[src/rtl/demux_1x2_32bit_buffered_pkg.sv]
// rtl/demux_1x2_32bit_buffered_pkg.sv - shared constants and pointer-width helper
package demux_1x2_32bit_buffered_pkg;

  localparam int WORD_WIDTH = 32;

  localparam logic SEL_OUT0 = 1'b0;
  localparam logic SEL_OUT1 = 1'b1;

  // Pointers carry one extra wrap bit above the address bits.
  function automatic int ptr_width(input int depth);
    return $clog2(depth) + 1;
  endfunction

endpackage

[src/rtl/demux_1x2_32bit_buffered_fifo_sync_32bit.sv]
// rtl/demux_1x2_32bit_buffered_fifo_sync_32bit.sv - synchronous FIFO with wrap-bit pointers
module fifo_sync_32bit
  import demux_1x2_32bit_buffered_pkg::*;
#(
  parameter int WIDTH = WORD_WIDTH,
  parameter int DEPTH = 2,
  localparam int PW = ptr_width(DEPTH)
) (
  input  logic             clk,
  input  logic             rst_n,
  input  logic             push,
  input  logic [WIDTH-1:0] push_data,
  input  logic             pop,
  output logic             full,
  output logic             empty,
  output logic [PW-1:0]    count,
  output logic [WIDTH-1:0] head_data
);

  localparam int AW = PW - 1;

  logic [WIDTH-1:0] mem_q [DEPTH];
  logic [WIDTH-1:0] mem_d [DEPTH];
  logic [PW-1:0]    wr_ptr_q, wr_ptr_d;
  logic [PW-1:0]    rd_ptr_q, rd_ptr_d;
  logic             do_push, do_pop;

  assign empty     = (wr_ptr_q == rd_ptr_q);
  assign full      = (wr_ptr_q[AW-1:0] == rd_ptr_q[AW-1:0]) && (wr_ptr_q[AW] != rd_ptr_q[AW]);
  assign count     = wr_ptr_q - rd_ptr_q;
  assign head_data = mem_q[rd_ptr_q[AW-1:0]];

  // Guard locally so a misbehaving caller cannot overrun or underrun.
  assign do_push = push && !full;
  assign do_pop  = pop && !empty;

  always_comb begin
    mem_d    = mem_q;
    wr_ptr_d = wr_ptr_q;
    rd_ptr_d = rd_ptr_q;
    if (do_push) begin
      mem_d[wr_ptr_q[AW-1:0]] = push_data;
      wr_ptr_d                = wr_ptr_q + PW'(1);
    end
    if (do_pop) begin
      rd_ptr_d = rd_ptr_q + PW'(1);
    end
  end

  always_ff @(posedge clk or negedge rst_n) begin
    if (!rst_n) begin
      wr_ptr_q <= '0;
      rd_ptr_q <= '0;
      for (int i = 0; i < DEPTH; i++) begin
        mem_q[i] <= '0;
      end
    end else begin
      wr_ptr_q <= wr_ptr_d;
      rd_ptr_q <= rd_ptr_d;
      mem_q    <= mem_d;
    end
  end

endmodule

[src/rtl/demux_1x2_32bit_buffered.sv]
// rtl/demux_1x2_32bit_buffered.sv - 1:2 word demux steering into per-destination FIFOs
module demux_1x2_32bit_buffered
  import demux_1x2_32bit_buffered_pkg::*;
#(
  parameter int WIDTH = WORD_WIDTH,
  parameter int DEPTH = 2,
  localparam int PW = ptr_width(DEPTH)
) (
  input  logic             clk,
  input  logic             rst_n,
  input  logic [WIDTH-1:0] in_data,
  input  logic             in_sel,
  input  logic             in_valid,
  output logic             in_ready,
  output logic [WIDTH-1:0] out0_data,
  output logic             out0_valid,
  input  logic             out0_ready,
  output logic [WIDTH-1:0] out1_data,
  output logic             out1_valid,
  input  logic             out1_ready,
  output logic [PW-1:0]    out0_count,
  output logic [PW-1:0]    out1_count
);

  logic full0, full1, empty0, empty1;
  logic push0, push1;

  // Ready looks only at registered full flags, so no ready-to-ready path exists.
  assign in_ready = (in_sel == SEL_OUT1) ? !full1 : !full0;
  assign push0    = in_valid && in_ready && (in_sel == SEL_OUT0);
  assign push1    = in_valid && in_ready && (in_sel == SEL_OUT1);

  assign out0_valid = !empty0;
  assign out1_valid = !empty1;

  fifo_sync_32bit #(.WIDTH(WIDTH), .DEPTH(DEPTH)) u_fifo0 (
    .clk       (clk),
    .rst_n     (rst_n),
    .push      (push0),
    .push_data (in_data),
    .pop       (out0_ready),
    .full      (full0),
    .empty     (empty0),
    .count     (out0_count),
    .head_data (out0_data)
  );

  fifo_sync_32bit #(.WIDTH(WIDTH), .DEPTH(DEPTH)) u_fifo1 (
    .clk       (clk),
    .rst_n     (rst_n),
    .push      (push1),
    .push_data (in_data),
    .pop       (out1_ready),
    .full      (full1),
    .empty     (empty1),
    .count     (out1_count),
    .head_data (out1_data)
  );

endmodule

[config.mk]
export PLATFORM = sky130hd
export DESIGN_NAME = demux_1x2_32bit_buffered
export DESIGN_NICKNAME = d
export VERILOG_FILES = /design/src/rtl/demux_1x2_32bit_buffered_pkg.sv /design/src/rtl/demux_1x2_32bit_buffered_fifo_sync_32bit.sv /design/src/rtl/demux_1x2_32bit_buffered.sv
export SDC_FILE = /design/constraint.sdc
export NUM_CORES = 1
export LEC_CHECK = 0
export CAP_MARGIN = 20
export CORE_ASPECT_RATIO = 0.8
export CORE_MARGIN = 3
export CORE_UTILIZATION = 58
export DETAILED_ROUTE_END_ITERATION = 6
export GPL_TIMING_DRIVEN = 1
export HOLD_SLACK_MARGIN = 0.08
export PLACE_DENSITY = 0.85
export SLEW_MARGIN = 20
export SYNTH_ARGS = -nofsm -noshare
export SYNTH_HDL_FRONTEND = slang
export SYNTH_HIERARCHICAL = 1
export SYNTH_SLANG_ARGS = --single-unit
[constraint.sdc]
create_clock -name clk -period 6.2 [get_ports clk]
set_input_delay 1.86 -clock clk [delete_from_list [all_inputs] [get_ports clk]]
set_output_delay 1.86 -clock clk [all_outputs]
set_load 0.1 [all_outputs]
==> Word level (Yosys, flattened, before mapping) <==
Index checks and enable logic that the tools add are counted.
W data, S select, Z words.
{ "op_classes": {"n_eq_ne": 6, "n_reduce_logical": 15, "n_div": 0, "shift": 0, "n_addsub": 6, "multipliers": 0, "bitwise": 5, "n_mux": 13, "n_lt_le_gt_ge": 6} }
{ "op_table": {"columns": ["cell", "count"], "rows": [
  ["$mux W32", 8],
  ["$bwmux W64", 2],
  ["$demux W32 S1", 2],
  ["$logic_and A1 B1 Y1", 11],
  ["$add A2 B1 Y2 const B", 4],
  ["$ge A2 B2 Y1 const B", 4],
  ["$not A1 Y2", 4],
  ["$eq A2 B2 Y1", 2],
  ["$logic_not A1 Y1", 4],
  ["$lt A2 B1 Y1 const B", 2],
  ["$sub A2 B2 Y2", 2],
  ["$eq A1 B1 Y1", 2],
  ["$ne A1 B1 Y1", 2],
  ["$mux W1", 1],
  ["$not A1 Y1", 1]
]} }
{ "word_totals": {"latchBits": 0, "output_inout_bits": 71, "romBits": 0, "mem_count": 0, "mem_bits_rw": 0, "wordCells": 59, "reg_bits": 136, "input_bits": 38} }

==> Logic depth before layout (Yosys ltp) <==
Gate-level depths: netlist of run 1.
{ "depth": {"word_depth": 7, "mapped_depth": 9, "mapped_depth_nobuf": 7} }

==> Modules after synthesis <==
The synthesis of run 1 kept the hierarchy.
{ "by_module_without_submodules": {"columns": ["module", "instances", "seq_area_each_um2", "cells_each", "area_each_um2"], "rows": [
  ["fifo_sync_32bit", 2, 1701.6, 197, 3275.6],
  ["demux_1x2_32bit_buffered", 1, 0.0, 5, 33.8]
]} }

==> Worst setup path after synthesis of run 1 <==
OpenSTA, ideal clock, no wires.
{ "synth_path": {"path_kind": "input port to output port", "startpoint": "input port in_sel", "endpoint": "output port in_ready", "required_time_ns": 4.340, "setup_slack_ns": 0.899, "cell_stages": 1, "n_path_buf": 0, "t_arrival_ns": 3.441, "path_cell_list": "mux2i_1"} }
{ "synth_between": {"elab_chain_len": 1} }
{ "synth_rtl": {"columns": ["element", "line_no", "text"], "rows": [
  ["start, declared", "demux_1x2_32bit_buffered.sv:12", "input logic in_sel,"],
  ["$mux W1", "demux_1x2_32bit_buffered.sv:29", "assign in_ready = (in_sel == SEL_OUT1) ? !full1 : !full0;"],
  ["end, declared", "demux_1x2_32bit_buffered.sv:14", "output logic in_ready,"]
]} }
No other way between the ends.

==> Worst setup path in the final report of run 1 <==
Ends and elaborated chain as after synthesis.

==> results.tsv, run 1 <==
stage	metric	value	unit
floorplan	die_h	101	um
sta	drv_slew	0	
logic_synthesis	synthesis.nets	439	
placement	io_buffers	108	
sta	tightest_slew	1080	ps
clock_tree	clkSlewWorstSetupHoldPaths	50	ps
placement	hpwl	8400	um
logic_synthesis	ys.flop_type	dfrtp_1	
sta	fin_skew	4.74	ps
worst_setup_path	start_kind	primary input	
logic_synthesis	syn_inst	399	
min_path	hp-class	flop to flop	
logic_synthesis	ys_warn_count	6	
placement	gp_congestion	0.768	
clock_tree	clock-sinks	136	
grt	grt_usage	22.9	%
clock_tree	clock_latency	410	ps
drt	dr_total_vias	3631	
worst_setup_path	critPathCaptureType	primary output	
sta	setup_tns	0	ps
drt	vias_per_cell	5.44	
sta	max_freq	212	MHz
final_layout	fin_nets	552	
final_layout	fin_area	0.00834	mm2
floorplan	start_util	60.0	%
grt	grt_max_degree	96	
logic_synthesis	netlist_top_cells_area	dfrtp_1 (52%), mux2_4 (27%), mux2_2 (13%), buf_6 (2.1%), a21oi_4 (0.99%)	
logic_synthesis	synthArstFlopShare	100	%
sta	fin_crit_sh	76.2	%
sta	holdWs	501	ps
clock_tree	cts_buffers	17	
status	status	finished clean	
logic_synthesis	synth_top_area_cell	dfrtp_1	
floorplan	die_w	125	um
final_layout	fillers	679	
sta	rsz0062_at_grt	no	
final_layout	areaGrowthSynthToFinish	26.7	%
grt	grt_overflow	0	
logic_synthesis	synth_edf_count	0	
drt	wirelength	13700	um
floorplan	fp.dieArea	0.0127	mm2
floorplan	fp-row-count	34	
flow_run	max_cap_violations	0	
logic_synthesis	synthDistinctLibCells	24	
drt	antenna_left	0	
logic_synthesis	synth_top_area_share	51.7	%
grt	grt_pass1_wl	22500	um
sta	max_slew_margin	27.9	%
clock_tree	cts_resized	0	
clock_tree	cts_buffer_depth	2	
clock_tree	post_cts_buffers	0	
grt	grt_pass1_vias	4049	
worst_setup_path	crit_arrival	2870	ps
final_layout	drive_gt1_share	45.8	%
clock_tree	cts_tree	done	
drt	drt_iter0_markers	244	
sta	setup_viol	0	
logic_synthesis	ys_ff_latch	136	
worst_setup_path	crit_type	primary input to primary output	
final_layout	multi_input_area	0.00298	mm2
final_layout	num_antenna_cells	0	
drt	post_drt_wl_per_cell	20.5	um
floorplan	core	0.0110	mm2
sta	post-route-min-period	4730	ps
final_layout	seq_area	0.00341	mm2
drt	drc	0	
sta	worst_slack	1470	ps
worst_setup_path	crit_path_max_fanout	3	
placement	place_area	0.00773	mm2
grt	antenna_found_initial	0	
placement	post-place-ws	1470	ps
clock_tree	clockRootBuffer	clkbuf_16	
logic_synthesis	netlist_area	0.00659	mm2
drt	dr.pass1.iters	4	
logic_synthesis	yosysSeqAreaShare	51.7	%
clock_tree	cts_hold_buf	0	
clock_tree	ctsHtreeMaxLevel	4	
logic_synthesis	syn_avg_cell_area	16.5	um2
floorplan	pin_count	109	
worst_setup_path	crit_required	4340	ps
sta	hold_viol_final	0	
[cell families after synthesis]
family                     Yosys count  synth area share [%]
AOI/OAI and AO/OA                   16                  2.01
xor gates and xnor gates             8                  1.63
adders and majority gates            2                 0.380
buffers and inverters               28                  3.04
DFF                                136                  51.7
muxes                              195                  40.2
and+or+nand+nor                     14                  1.08
[registers in the layout, summed over array words and instances, names as in the netlist]
| name | count |
|---|---|
| u_fifo1/mem_q | 64 |
| u_fifo0/rd_ptr_q | 2 |
| u_fifo1/rd_ptr_q | 2 |
| u_fifo1/wr_ptr_q | 2 |
| u_fifo0/mem_q | 64 |
| u_fifo0/wr_ptr_q | 2 |
[cell usage after synthesis, types with 4 or more instances]
master,n
buf_6,12
xnor2_1,4
nand2_1,4
nor2_1,4
buf_1,4
dfrtp_1,136
inv_1,6
mux2_4,120
a21oi_4,4
a21oi_1,4
buf_2,4
o21ai_0,4
mux2_2,74
[layer usage]
metal  track usage (%)  share of wire, %  vias up
li1                  -                 -     1638
met1              31.6                46     1877
met2              36.0                48      101
met3              6.27               4.9       15
met4              7.08               1.0        0
met5                 0                 0        -
[cell type report]
cell class	count	area share, %
repair buffers	116	13.7
flip-flops and latches	136	40.8
clock inverters	9	1.77
well taps	144	2.16
inverters	6	0.270
clock buffers	22	5.56
multi-input cells	235	35.7
[critical path: stages]
cell and delay [ps]:
clkdlybuf4s50_1 510, mux2i_1 190, buf_4 310
[path summary, 6_finish.rpt]
check                                          from                   to  slack [ps]  cells past startpoint
worst min-delay path              u_fifo1/mem_q[32]    u_fifo1/mem_q[32]         500                      1
worst max-delay path                         in_sel             in_ready        1470                      3
max in group asynchronous                     rst_n  u_fifo0/rd_ptr_q[0]        3540                      2
worst max register to register  u_fifo0/wr_ptr_q[0]    u_fifo0/mem_q[26]        2940                      8
worst min register to register    u_fifo1/mem_q[32]    u_fifo1/mem_q[32]         500                      1
min in group asynchronous                     rst_n    u_fifo0/mem_q[27]        1510                      1
[metrics by stage]
stage	utilization, %	std cells
after floorplan	-	399
after global placement	70.4	637
after detailed placement	70.4	637
after CTS	76.0	668
after global routing	76.0	668
final	76.0	668
[cell usage in the layout, fill, tap and decap left out, types with 6 or more instances in the layout]
master           instances
dfrtp_1                134
mux2_4                 120
clkdlybuf4s50_1        106
mux2_2                  74
clkbuf_16               17
buf_4                    9
inv_1                    6
Power of run 1 is left out: the tool's default activity adds up to more than one toggle a clock period on the data nets, which glitch-free logic cannot reach.
==> run 2: changes to the inputs <==
CORE_UTILIZATION = 54   (was 58)
PLACE_DENSITY = 0.8   (was 0.85)
clock period = 4.75 ns   (was 6.2 ns; I/O delays follow)
==> run 2 against run 1 <==
Sequential cell count unchanged. Core utilization decreased by 5.9 points. Clock-buffer cell count decreased by 4. Largest cell class unchanged. Design area decreased by 1.7%. Die area increased by 7.0%.
==> results.tsv, run 2 (synthesized netlist as in run 1, its figures left out) <==
stage	metric	value	unit	change
final_layout	drive_gt1_share	60.1	%	+14 points
status	status	finished clean		
placement	io_buffers	108		unchanged
placement	gp_congestion	0.769		+0.10%
worst_setup_path	slowest_delay	510	ps	about the same
drt	wirelength	13300	um	-3.0%
worst_setup_path	crit_type	primary input to primary output		
sta	worst_slack	886	ps	-589 ps
final_layout	instances_no_fill	677		+1.3%
final_layout	num_antenna_cells	0		unchanged
drt	dr_total_vias	3633		+0.055%
sta	tightest_slew	762	ps	-317 ps
sta	max_freq	259	MHz	
worst_setup_path	cpMaxStageDelayCell	clkdlybuf4s50_1		
drt	vias_per_cell	5.37		-1.3%
sta	post-route-min-period	3860	ps	
drt	dr.pass1.iters	4		unchanged
worst_setup_path	crit_arrival	2440	ps	-430 ps
clock_tree	clockRootBuffer	clkbuf_16		
clock_tree	clock_latency	410	ps	about the same
floorplan	die_w	129	um	+3.5%
final_layout	layout_commonest_cell	dfrtp_1		
grt	grt_max_degree	85		-11%
worst_setup_path	crit_buf_inv	2		unchanged
worst_setup_path	critPathCaptureType	primary output		
floorplan	fp.dieArea	0.0136	mm2	+7.0%
flow_run	max_cap_violations	0		unchanged
placement	hpwl	8550	um	+1.7%
drt	post_drt_wl_per_cell	19.6	um	-4.3%
clock_tree	cts_tree	done		
sta	fin_crit_sh	81.4	%	
worst_setup_path	start_kind	primary input		
sta	hold_viol_final	0		unchanged
floorplan	start_util	56.3	%	-3.7 points
min_path	hp-class	flop to flop		
floorplan	core	0.0117	mm2	+6.5%
grt	grt_usage	21.1	%	-1.9 points
sta	max_slew_margin	49.2	%	+21 points
drt	drt_iter0_markers	165		-32%
clock_tree	cts_resized	0		unchanged
worst_setup_path	crit_required	3320	ps	-1020 ps
worst_setup_path	path_cells	clkdlybuf4s50_1 -> mux2i_1 -> buf_4		
sta	fin_skew	7.96	ps	+3.22 ps
grt	grt_pass1_wl	22300	um	-1.3%
final_layout	final_cell_mix	dfrtp_1 (134), mux2_4 (120), buf_4 (83), mux2_2 (74), clkdlybuf4s50_1 (36)		
drt	antenna_left	0		unchanged
worst_setup_path	cp_top_family	buffers and inverters		
floorplan	pin_count	109		unchanged
sta	setup_tns	0	ps	unchanged
worst_setup_path	crit_path_max_fanout	3		unchanged
clock_tree	clock-sinks	136		unchanged
grt	antenna_found_initial	0		unchanged
clock_tree	ctsHtreeMaxLevel	4		unchanged
sta	rsz0062_at_grt	no		
sta	setup_viol	0		unchanged
placement	dp_cells	645		+1.3%
grt	grt_pass1_vias	4181		+3.3%
floorplan	die_h	105	um	+3.4%
final_layout	biggestRegsByFlops	u_fifo0/mem_q: 64 flops, u_fifo1/mem_q: 64 flops		
grt	grt_overflow	0		unchanged
drt	drc	0		unchanged
clock_tree	post_cts_buffers	0		unchanged
sta	drv_slew	0		unchanged
placement	post-place-ws	886	ps	-589 ps
final_layout	areaGrowthSynthToFinish	24.5	%	
clock_tree	cts_hold_buf	0		unchanged
floorplan	fp-row-count	35		+2.9%
clock_tree	cts_buffer_depth	2		unchanged
clock_tree	cts_buffers	17		unchanged
clock_tree	clkSlewWorstSetupHoldPaths	60	ps	about the same
final_layout	fin_nets	556		+0.72%
[run 2: cell count changes in the layout (fill, tap and decap cells not counted), sizes merged]
cell,change
buf,+74
bufinv,-1
clkbuf,-4
clkdlybuf4s50,-70
clkinv,-1
clkinvlp,+3
inv,+4
[run 2: final cells by class]
type | count | area (um2)
clock inverters | 14 | 170
well taps | 148 | 185
multi-input cells | 235 | 2980
flip-flops and latches | 136 | 3410
repair buffers | 120 | 995
fillers | 800 | 3490
clock buffers | 18 | 439
inverters | 6 | 22.5
[run 2: layer usage]
layer  share of wire [%]  track usage [%]
met1                  47             30.4
met2                  47             31.6
met3                 5.2             5.21
met4                0.99             6.31
met5                   0                0
[run 2: worst register-to-register path: cells and delay by family (launching register included)]
kind,cells,cell delay [ps]
adders and majority gates,1,460
buffers and inverters,1,350
and+or+nand+nor,3,780
muxes,1,380
DFF,1,660
AOI/OAI and AO/OA,1,160
[run 2: worst paths after layout]
path,startpoint,slack (ps),cells after the start,endpoint
worst max-delay path,in_sel,890,3,in_ready
worst min-delay path,u_fifo1/mem_q[37],510,1,u_fifo1/mem_q[37]
worst max register to register,u_fifo0/rd_ptr_q[0],1840,7,u_fifo0/mem_q[31]
worst min register to register,u_fifo1/mem_q[37],510,1,u_fifo1/mem_q[37]
max in group asynchronous,rst_n,2750,2,u_fifo1/mem_q[33]
min in group asynchronous,rst_n,1060,1,u_fifo0/mem_q[26]
[run 2: metrics by stage]
| step | cell area (um2) | hold WS [ps] | util, % |
|---|---|---|---|
| 6_report | 8200 | 509 | 70.1 |
| 5_1_grt | 8200 | 518 | 70.1 |
| 4_1_cts | 8200 | 509 | 70.1 |
| 3_5_place_dp | 7590 | 491 | 64.9 |
| 3_3_place_gp | 7590 | 484 | 64.9 |
| 2_1_floorplan | 6590 | 475 | - |
Power of run 2 is left out for the same reason.
==> run 3: changes to the inputs <==
CORE_UTILIZATION = 48   (was 54)
PLACE_DENSITY = 0.75   (was 0.8)
clock period = 3.3 ns   (was 4.75 ns; I/O delays follow)
==> run 3 against run 2 <==
Core utilization is 0.17 points lower. Critical path depth stayed put. Wire length is 4.1% higher. First-iteration DRC count is 0.61% lower. Design area is 12% higher. Critical endpoint unchanged.
==> results.tsv, run 3 (synthesized netlist as in run 1, its figures left out) <==
stage	metric	value	unit	change
grt	grt_max_degree	75		-12%
final_layout	final_cell_mix	dfrtp_1 (134), mux2_4 (120), buf_12 (75), mux2_2 (74), clkdlybuf4s50_1 (36)		
min_path	hold_path_depth	1		unchanged
sta	max_slew_margin	55.4	%	+6.2 points
floorplan	fp.dieArea	0.0152	mm2	+12%
worst_setup_path	start_kind	primary input		
worst_setup_path	reg2reg_from	u_fifo0/wr_ptr_q[0]		
final_layout	multi_input_area	0.00299	mm2	+0.13%
grt	antenna_found_initial	0		unchanged
clock_tree	cts_resized	0		unchanged
status	status	finished clean		
drt	drt_iter0_markers	164		-0.61%
sta	fin_skew	7.09	ps	-0.863 ps
drt	drc	0		unchanged
sta	tightest_slew	668	ps	-93.4 ps
final_layout	fillers	857		+7.1%
sta	setup_tns	0	ps	unchanged
sta	drv_slew	0		unchanged
placement	hpwl	9160	um	+7.1%
min_path	hp-class	flop to flop		
min_path	min_from	u_fifo1/mem_q[29]		
final_layout	biggestRegsByFlops	u_fifo0/mem_q: 64 flops, u_fifo1/mem_q: 64 flops		
sta	max_freq	333	MHz	
clock_tree	clkSlewWorstSetupHoldPaths	50	ps	about the same
worst_setup_path	critPathCaptureType	primary output		
drt	post_drt_wl_per_cell	19.7	um	+0.29%
drt	dr.pass1.iters	4		unchanged
floorplan	die_h	111	um	+5.7%
final_layout	drive_gt1_share	60.0	%	-0.076 points
clock_tree	post_cts_buffers	0		unchanged
worst_setup_path	crit_required	2310	ps	-1010 ps
placement	gp_congestion	0.764		-0.64%
min_path	hold_path_end	u_fifo1/mem_q[29]		
drt	antenna_left	0		unchanged
sta	post-route-min-period	3000	ps	
worst_setup_path	crit_path_max_fanout	3		unchanged
drt	dr_total_vias	3620		-0.36%
floorplan	pin_count	109		unchanged
sta	setup_viol	0		unchanged
worst_setup_path	ff2ff_setup_slack	610	ps	-1230 ps
final_layout	fin_nets	555		-0.18%
final_layout	num_antenna_cells	0		unchanged
flow_run	max_cap_violations	0		unchanged
clock_tree	clock_latency	400	ps	about the same
worst_setup_path	rr_endpoint	u_fifo0/mem_q[63]		
sta	fin_crit_sh	90.9	%	
clock_tree	clock-sinks	136		unchanged
floorplan	die_w	137	um	+5.8%
placement	post-place-ws	273	ps	-613 ps
clock_tree	ctsHtreeMaxLevel	4		unchanged
floorplan	start_util	50.1	%	-6.2 points
final_layout	instances_no_fill	703		+3.8%
clock_tree	cts_buffers	17		unchanged
worst_setup_path	crit_type	primary input to primary output		
sta	hold_viol_final	0		unchanged
clock_tree	cts_tree	done		
worst_setup_path	crit_arrival	2010	ps	-430 ps
worst_setup_path	r2r_cells	8		+1
grt	grt_overflow	0		unchanged
grt	grt_usage	19.8	%	-1.3 points
final_layout	seq_area	0.00341	mm2	unchanged
clock_tree	cts_hold_buf	0		unchanged
floorplan	core	0.0131	mm2	+12%
sta	rsz0062_at_grt	no		
floorplan	fp-row-count	37		+5.7%
drt	vias_per_cell	5.15		-4.0%
final_layout	layout_commonest_cell	dfrtp_1		
placement	dp_cells	671		+4.0%
grt	grt_pass1_vias	4293		+2.7%
clock_tree	clockRootBuffer	clkbuf_16		
placement	io_buffers	108		unchanged
final_layout	fin_util	70.0	%	-0.17 points
final_layout	areaGrowthSynthToFinish	39.7	%	
grt	grt_pass1_wl	23500	um	+5.6%
clock_tree	cts_buffer_depth	2		unchanged
drt	wirelength	13800	um	+4.1%
sta	worst_slack	301	ps	-585 ps
## run 3: changes by cell type in the layout (fill, tap and decap cells not counted), sizes merged
cell / change
clkbuf: +3
clkinvlp: -3
inv: -3
clkinv: +2
buf: -1
bufinv: +1
## run 3: critical path: stages
cell	delay [ps]
clkdlybuf4s50_1	530
mux2i_2	280
buf_12	210
## run 3: how the worst max path moves through the flow
stage / from / endpoint / slack, ps / cells past startpoint
4_1_cts: in_sel / in_ready / 290 / 3
6_report: in_sel / in_ready / 300 / 3
3_3_place_gp: in_sel / in_ready / 300 / 3
5_1_grt: u_fifo0/wr_ptr_q[0] / in_ready / 260 / 5
2_1_floorplan: u_fifo0/rd_ptr_q[1] / out0_count[1] / 100 / 2
3_5_place_dp: in_sel / u_fifo0/mem_q[29] / 270 / 6
## run 3: per-layer routing
| layer | vias up | part of all wire (%) | track usage, % | wire length [um] |
|---|---|---|---|---|
| met5 | - | 0 | 0 | 0 |
| met1 | 1889 | 46 | 27.0 | 6360 |
| li1 | 1648 | - | - | - |
| met2 | 78 | 50 | 31.7 | 6880 |
| met3 | 5 | 3.8 | 4.95 | 532 |
| met4 | 0 | 0.46 | 4.99 | 64 |
## run 3: cell type report
class	instances	area share, %
clock buffer	21	5.11
clock inverter	11	1.84
inverter	6	0.245
multi-input combinational	235	32.5
sequential	136	37.0
tap	175	2.38
timing repair buffer	119	20.9
## run 3: per-stage QoR
step | cell area [um2] | hold slack, ps
2_1_floorplan | 6590 | 475
3_3_place_gp | 8560 | 486
3_5_place_dp | 8560 | 488
4_1_cts | 9200 | 504
5_1_grt | 9200 | 512
6_report | 9200 | 504
Power of run 3 is left out for the same reason.
